--- src/rtl/cpu_run_ctrl.sv ---
// cpu_run_ctrl
//   Run controller that sits between a simulation bench and a CPU core.
//   It holds the core in reset for a fixed number of clocks, then lets it run.
//   While running it counts cycles and retired instructions.
//   A run ends in one of two ways:
//     - a halt (ebreak/ecall, or a tohost write when monitoring is enabled),
//       followed by a short drain so in-flight instructions can retire;
//     - a timeout once the cycle budget is spent.
//   Every output is registered. Results stay put until the next reset.
//
// Ports
//   clock          in   rising-edge clock
//   reset          in   synchronous, active-high; dominates every state
//   instr_retired  in   one pulse per retired instruction
//   halt_req       in   ebreak/ecall decoded this cycle
//   halt_code      in   exit value (a0), taken together with halt_req
//   mem_we         in   data-memory write strobe
//   mem_addr       in   data-memory write address
//   mem_wdata      in   data-memory write data
//   cpu_reset      out  active-high reset to the core; also freezes it once done
//   done           out  run finished (sticky until reset)
//   pass           out  done, exit_code == 0 and no timeout
//   timeout        out  cycle budget reached without a halt
//   exit_code      out  latched exit value
//   cycle_count    out  RUN cycles elapsed (saturating)
//   instret_count  out  instructions retired in RUN and DRAIN (saturating)
//
// Build option
//   TOHOST_MON_EN  when defined, a RUN-state write to TOHOST_ADDR with
//                  mem_wdata[0]==1 also halts, with exit code mem_wdata>>1.
//                  A halt_req in the same cycle takes priority.
//                  When undefined, the mem_* inputs are ignored.
//
// state   | meaning
// S_RST   | core held in reset; counts down the reset hold
// S_RUN   | core running; cycle budget consumed
// S_DRAIN | halt seen; cycle count frozen, retirements still counted
// S_DONE  | result latched; core frozen until reset

module cpu_run_ctrl #(
  parameter int              XLEN         = 32,
  parameter int              CNT_W        = 32,
  parameter int              RESET_CYCLES = 2,
  parameter int              MAX_CYCLES   = 1000,
  parameter int              DRAIN_CYCLES = 4,
  parameter logic [XLEN-1:0] TOHOST_ADDR  = 32'h00001000
) (
  input  logic             clock,
  input  logic             reset,
  input  logic             instr_retired,
  input  logic             halt_req,
  input  logic [XLEN-1:0]  halt_code,
  input  logic             mem_we,
  input  logic [XLEN-1:0]  mem_addr,
  input  logic [XLEN-1:0]  mem_wdata,
  output logic             cpu_reset,
  output logic             done,
  output logic             pass,
  output logic             timeout,
  output logic [XLEN-1:0]  exit_code,
  output logic [CNT_W-1:0] cycle_count,
  output logic [CNT_W-1:0] instret_count
);

  // A zero reset hold would skip the core reset altogether, so clamp to one.
  localparam int RST_LOAD = (RESET_CYCLES < 1) ? 1 : RESET_CYCLES;
  localparam int RST_W    = $clog2(RST_LOAD + 1);
  localparam int DRN_W    = (DRAIN_CYCLES > 1) ? $clog2(DRAIN_CYCLES) : 1;

  localparam logic [RST_W-1:0] RST_INIT  = RST_W'(RST_LOAD);
  // Drain timer reaches terminal count on its last DRAIN clock.
  localparam logic [DRN_W-1:0] DRN_INIT  = DRN_W'((DRAIN_CYCLES > 0) ? DRAIN_CYCLES - 1 : 0);
  localparam logic [CNT_W-1:0] CYC_LIMIT = CNT_W'(MAX_CYCLES);

  typedef enum logic [1:0] {
    S_RST   = 2'd0,
    S_RUN   = 2'd1,
    S_DRAIN = 2'd2,
    S_DONE  = 2'd3
  } state_t;

  state_t            state_q, state_d;
  logic [RST_W-1:0]  rst_cnt_q, rst_cnt_d;
  logic [DRN_W-1:0]  drn_cnt_q, drn_cnt_d;

  logic              cpu_reset_d, done_d, pass_d, timeout_d;
  logic [XLEN-1:0]   exit_code_d;
  logic [CNT_W-1:0]  cycle_count_d, instret_count_d;
  logic [CNT_W-1:0]  cycle_inc, instret_inc;

  logic              halt_hit;
  logic [XLEN-1:0]   halt_val;

`ifdef TOHOST_MON_EN
  logic tohost_hit;

  // Odd tohost values end the run; even values are ordinary mailbox traffic.
  always_comb begin
    tohost_hit = mem_we && (mem_addr == TOHOST_ADDR) && mem_wdata[0];
    halt_hit   = halt_req || tohost_hit;
    halt_val   = halt_req ? halt_code : (mem_wdata >> 1);
  end
`else
  logic unused_mem;

  assign unused_mem = &{1'b0, mem_we, mem_addr, mem_wdata, TOHOST_ADDR};
  assign halt_hit   = halt_req;
  assign halt_val   = halt_code;
`endif

  // Counters stick at all-ones instead of wrapping.
  assign cycle_inc   = (cycle_count == '1)   ? cycle_count   : cycle_count + CNT_W'(1);
  assign instret_inc = (instret_count == '1) ? instret_count : instret_count + CNT_W'(1);

  always_comb begin
    state_d         = state_q;
    rst_cnt_d       = rst_cnt_q;
    drn_cnt_d       = drn_cnt_q;
    cpu_reset_d     = cpu_reset;
    done_d          = done;
    pass_d          = pass;
    timeout_d       = timeout;
    exit_code_d     = exit_code;
    cycle_count_d   = cycle_count;
    instret_count_d = instret_count;

    case (state_q)
      S_RST: begin
        if (rst_cnt_q == '0) begin
          state_d     = S_RUN;
          cpu_reset_d = 1'b0;
        end else begin
          rst_cnt_d = rst_cnt_q - RST_W'(1);
        end
      end

      S_RUN: begin
        cycle_count_d = cycle_inc;
        if (instr_retired) begin
          instret_count_d = instret_inc;
        end
        // A halt on the budget's last cycle still counts as a halt.
        if (halt_hit) begin
          exit_code_d = halt_val;
          if (DRAIN_CYCLES == 0) begin
            state_d     = S_DONE;
            done_d      = 1'b1;
            cpu_reset_d = 1'b1;
            pass_d      = (halt_val == '0);
          end else begin
            state_d   = S_DRAIN;
            drn_cnt_d = DRN_INIT;
          end
        end else if (cycle_inc == CYC_LIMIT) begin
          state_d     = S_DONE;
          done_d      = 1'b1;
          cpu_reset_d = 1'b1;
          timeout_d   = 1'b1;
          pass_d      = 1'b0;
        end
      end

      S_DRAIN: begin
        if (instr_retired) begin
          instret_count_d = instret_inc;
        end
        if (drn_cnt_q == '0) begin
          state_d     = S_DONE;
          done_d      = 1'b1;
          cpu_reset_d = 1'b1;
          pass_d      = (exit_code == '0);
        end else begin
          drn_cnt_d = drn_cnt_q - DRN_W'(1);
        end
      end

      S_DONE: begin
      end

      default: begin
        state_d = S_RST;
      end
    endcase
  end

  always_ff @(posedge clock) begin
    if (reset) begin
      state_q       <= S_RST;
      rst_cnt_q     <= RST_INIT;
      drn_cnt_q     <= '0;
      cpu_reset     <= 1'b1;
      done          <= 1'b0;
      pass          <= 1'b0;
      timeout       <= 1'b0;
      exit_code     <= '0;
      cycle_count   <= '0;
      instret_count <= '0;
    end else begin
      state_q       <= state_d;
      rst_cnt_q     <= rst_cnt_d;
      drn_cnt_q     <= drn_cnt_d;
      cpu_reset     <= cpu_reset_d;
      done          <= done_d;
      pass          <= pass_d;
      timeout       <= timeout_d;
      exit_code     <= exit_code_d;
      cycle_count   <= cycle_count_d;
      instret_count <= instret_count_d;
    end
  end

endmodule

--- config.mk ---
export PLATFORM = sky130hd
export DESIGN_NAME = cpu_run_ctrl
export DESIGN_NICKNAME = d
export VERILOG_FILES = /design/src/rtl/cpu_run_ctrl.sv
export SDC_FILE = /design/constraint.sdc
export NUM_CORES = 1
export LEC_CHECK = 0
export CORE_ASPECT_RATIO = 0.75
export CORE_MARGIN = 2
export CORE_UTILIZATION = 57
export DETAILED_ROUTE_END_ITERATION = 10
export DONT_BUFFER_PORTS = 1
export MAX_ROUTING_LAYER = met4
export PLACE_DENSITY = 0.75
export SLEW_MARGIN = 20
export SYNTH_ARGS = -nofsm -noshare
export SYNTH_HDL_FRONTEND = slang
export SYNTH_SLANG_ARGS = --single-unit
--- constraint.sdc ---
create_clock -name clock -period 3.2 [get_ports clock]
set_input_delay 0.64 -clock clock [delete_from_list [all_inputs] [get_ports clock]]
set_output_delay 0.64 -clock clock [all_outputs]
set_load 0.03 [all_outputs]
==> flow_metrics.py, run 1 <==
metrics = {
    "power": {
        "p_comb_frac": 0.201,
        "p_int_w": 0.002240,
        "fin_total_pwr_w": 0.003352,
        "max_ir_drop_vdd_uv": 319.3,
        "switching_power_w": 0.001112,
        "p_leak_nw": 2.226,
        "power.share.clock": 0.317,
        "seqPwrFrac": 0.482,
        "netSwitchingFraction": 0.3318,
        "areal_power_density_over_the_cells_nw_per_um2": 526.2,
    },
    "clock_network": {
        "clock_tree.root_cell": "sky130_fd_sc_hd__clkbuf_16",
        "tritoncts": "yes",
        "h_tree_lvls": 3,
        "numClockSinks": 106,
        "tritoncts.num_buffers": 9,
        "path_clk_slew_ps": 80,
        "worst_skew_pair_later_pin_latency_ps": 350,
        "clockBufferDepth": 2,
    },
    "floorplan": {
        "placementRows": 30,
        "floorplan.die_area_um2": 10280,
        "chipWidth_um": 116.4,
        "io_pins": 201,
        "die_h_um": 88.32,
        "placeableCoreArea_um2": 9121,
        "initial_core_util": 0.5923,
    },
    "setup_path": {
        "worst_path_max_delay_cell": "sky130_fd_sc_hd__or4_4",
        "path_max_fanout": 4,
        "cp_slowest_stage_delay_ps": 540,
        "crit_required_ps": 3490,
        "crit_path_end_kind": "register",
        "cp_data_arrival_time_ps": 3460,
        "critPathLaunchType": "register",
        "start_to_end_type_of_the_worst_setup_path": "register to register",
        "critical_path.cell_chain": "nand4_4, or4_4, or2_4, or4_1, a21oi_2, nand4_1, o41a_1, or4b_1, nand3b_1",
    },
    "timing": {
        "finalSetupViolCount": 0,
        "tightestPinTransition_ps": 617.3,
        "finalHoldWorstSlack_ps": 352.3,
        "maxClockFrequency_mhz": 314.7,
        "timing.slew.headroom": 0.5869,
        "report.final.slew_viol_count": 0,
        "period_minus_slack_ps": 3177,
        "fin_setup_tns_ps": 0,
        "min_period_over_period": 0.9929,
        "report.final.hold_viol_count": 0,
        "skew_ps": 10.06,
        "rsz0062_at_grt": "true",
    },
    "layout": {
        "final_cell_mix": "sky130_fd_sc_hd__nand2_1, sky130_fd_sc_hd__dfxtp_1, sky130_fd_sc_hd__nor2_1, sky130_fd_sc_hd__buf_4, sky130_fd_sc_hd__a21oi_1",
        "layout.cells.most_common": "sky130_fd_sc_hd__nand2_1",
        "drive_gt1_frac": 0.1734,
        "n_antenna_cell": 0,
        "finalNetCount": 842,
        "final-instance-count-excl-fill": 866,
        "final.fill_count": 760,
        "syn2layout_area_growth_pct": 17.90,
    },
    "drt": {
        "route.antenna.remaining_nets": 0,
        "initialDrtViolationCount": 350,
        "wire_length_per_cell_um": 16.95,
        "route.final.wire_length_um": 14680,
        "drt_first_pass_iters": 7,
        "dr_total_vias": 5225,
        "route.detailed.drc": 0,
        "vias_per_cell": 6.033,
    },
    "synth": {
        "synth_fp_nets": 796,
        "ys_types": 58,
        "synth.largest_area_cell": "sky130_fd_sc_hd__dfxtp_1",
        "post_synth.cell_area_avg_um2": 7.864,
        "synth_sequential_area_ratio": 0.3928,
        "yosys.area.top_type_share": 0.3928,
        "syn-cell-area_um2": 5403,
        "synth_enable_flop_cells": 0,
        "synth-warning-count": 0,
        "synthTopCellsByArea": "sky130_fd_sc_hd__dfxtp_1, sky130_fd_sc_hd__nand2_1, sky130_fd_sc_hd__nor2_1",
        "asyncSetResetFlopFracSynth": 0,
        "synth.ff_latch_count": 106,
        "postSynthCellCount": 687,
        "synth_flop_cell": "sky130_fd_sc_hd__dfxtp_1",
    },
    "placed_design": {
        "place.port_buffers": 0,
        "detailedPlacementHpwl_um": 10930,
        "place_inst": 849,
        "place.gp.congestion": 0.9927,
    },
    "global_routing": {
        "grt_overflow_total": 0,
        "initial_antenna_violation_count": 0,
        "gr-usage-all-layers": 0.2888,
        "largest_net_degree_at_the_start_of_global_routing": 108,
        "wire_length_of_the_first_global_routing_pass_um": 22850,
        "first_global_vias": 4707,
    },
    "min_path": {
        "hold_path.class": "input pin to register",
    },
    "outcome": {
        "outcome": "finished clean",
    },
    "run": {
        "max_cap_violations": 0,
    },
}
==> routing by layer <==
layer  vias up  global-route usage  wire, um
li1       2533                   -         -
met1      2455              0.3779      6471
met2       220              0.4350      6682
met3        17             0.08562      1339
met4         0             0.08333       187
met5         -                   -         0
==> registers in the layout, indices dropped and copies added, names as in the netlist, 2 cells and up <==
| signal | cells |
|---|---|
| exit_code | 32 |
| cycle_count | 32 |
| state_q | 2 |
| drn_cnt_q | 2 |
| instret_count | 32 |
| rst_cnt_q | 2 |
==> path summary, 6_finish.rpt <==
kind,from,endpoint,slack (ps),depth (start not counted)
setup / recovery,cycle_count[13],cpu_reset,20,9
hold / removal,reset,cycle_count[23],350,1
setup reg to reg,cycle_count[13],cpu_reset,20,9
hold reg to reg,drn_cnt_q[0],drn_cnt_q[0],500,1
==> stage by stage <==
| stage | worst slack, ps | utilization | cell area [um^2] |
|---|---|---|---|
| floorplan | 9.440 | - | 5468 |
| global placement | 20.33 | 0.6571 | 5993 |
| detailed placement | 15.41 | 0.6571 | 5993 |
| CTS | -1.265 | 0.6894 | 6289 |
| global route | -69.95 | 0.6984 | 6370 |
| finish | 22.81 | 0.6984 | 6370 |
==> Yosys cell counts (8+ instances only) <==
cell type,number
sky130_fd_sc_hd__dfxtp_1,106
sky130_fd_sc_hd__nand2_1,104
sky130_fd_sc_hd__nor2_1,79
sky130_fd_sc_hd__a21oi_1,58
sky130_fd_sc_hd__nand3_1,34
sky130_fd_sc_hd__clkbuf_1,29
sky130_fd_sc_hd__nand4_1,28
sky130_fd_sc_hd__xnor2_1,28
sky130_fd_sc_hd__xor2_1,27
sky130_fd_sc_hd__o21ai_0,24
sky130_fd_sc_hd__or3_1,19
sky130_fd_sc_hd__nor4_1,16
sky130_fd_sc_hd__and3_1,14
sky130_fd_sc_hd__inv_1,14
sky130_fd_sc_hd__nor3_1,12
sky130_fd_sc_hd__and4_1,9
sky130_fd_sc_hd__ha_1,8
==> power by group through the flow <==
stage                     registers, W  clock network, W  logic, W
after detailed placement       0.00165                 0  0.000659
after global routing           0.00162           0.00114  0.000753
after global placement         0.00164                 0  0.000627
final                          0.00161           0.00106  0.000675
after floorplan                0.00165                 0  0.000477
after CTS                      0.00162           0.00108  0.000663
==> worst max-delay path, delay by kind of cell, from the launching register on <==
kind               cells  cell delay (ps)
AOI/OAI and AO/OA      2              570
DFF                    1              370
and+or+nand+nor        7             2170
==> area by class of cell <==
type	instances	area, um^2	share of cell area
Multi-Input combinational cell	531	3163	0.4966
Timing Repair Buffer	71	548.0	0.08603
Clock buffer	10	239.0	0.03752
Sequential cell	106	2157	0.3386
Clock inverter	6	50.05	0.007857
Inverter	14	52.55	0.008250
Tap cell	128	160.2	0.02514
==> repair_timing <==
action	4_1_cts	5_1_grt
hold buffers	0	0
buffers inserted	0	1
endpoints found under the setup margin	2	6
gates resized for setup	1	15
pin swaps	2	7
==> cells by family after synthesis <==
logic type               synth area share
AND/OR/NAND/NOR                    0.3228
AO/OA/AOI/OAI                      0.1350
flip-flops                         0.3928
XOR/XNOR                          0.08916
buffers and inverters             0.03612
adder cells (fa/ha/maj)           0.01853
multiplexers                     0.005558
Note: power is estimated with default switching activity, not from simulation.
==> run 2: changes to the inputs <==
SLEW_MARGIN = 15   (was 20)
==> results of run 2 <==
Same layout as run 1: the final DEF is identical, and so are final timing and power.
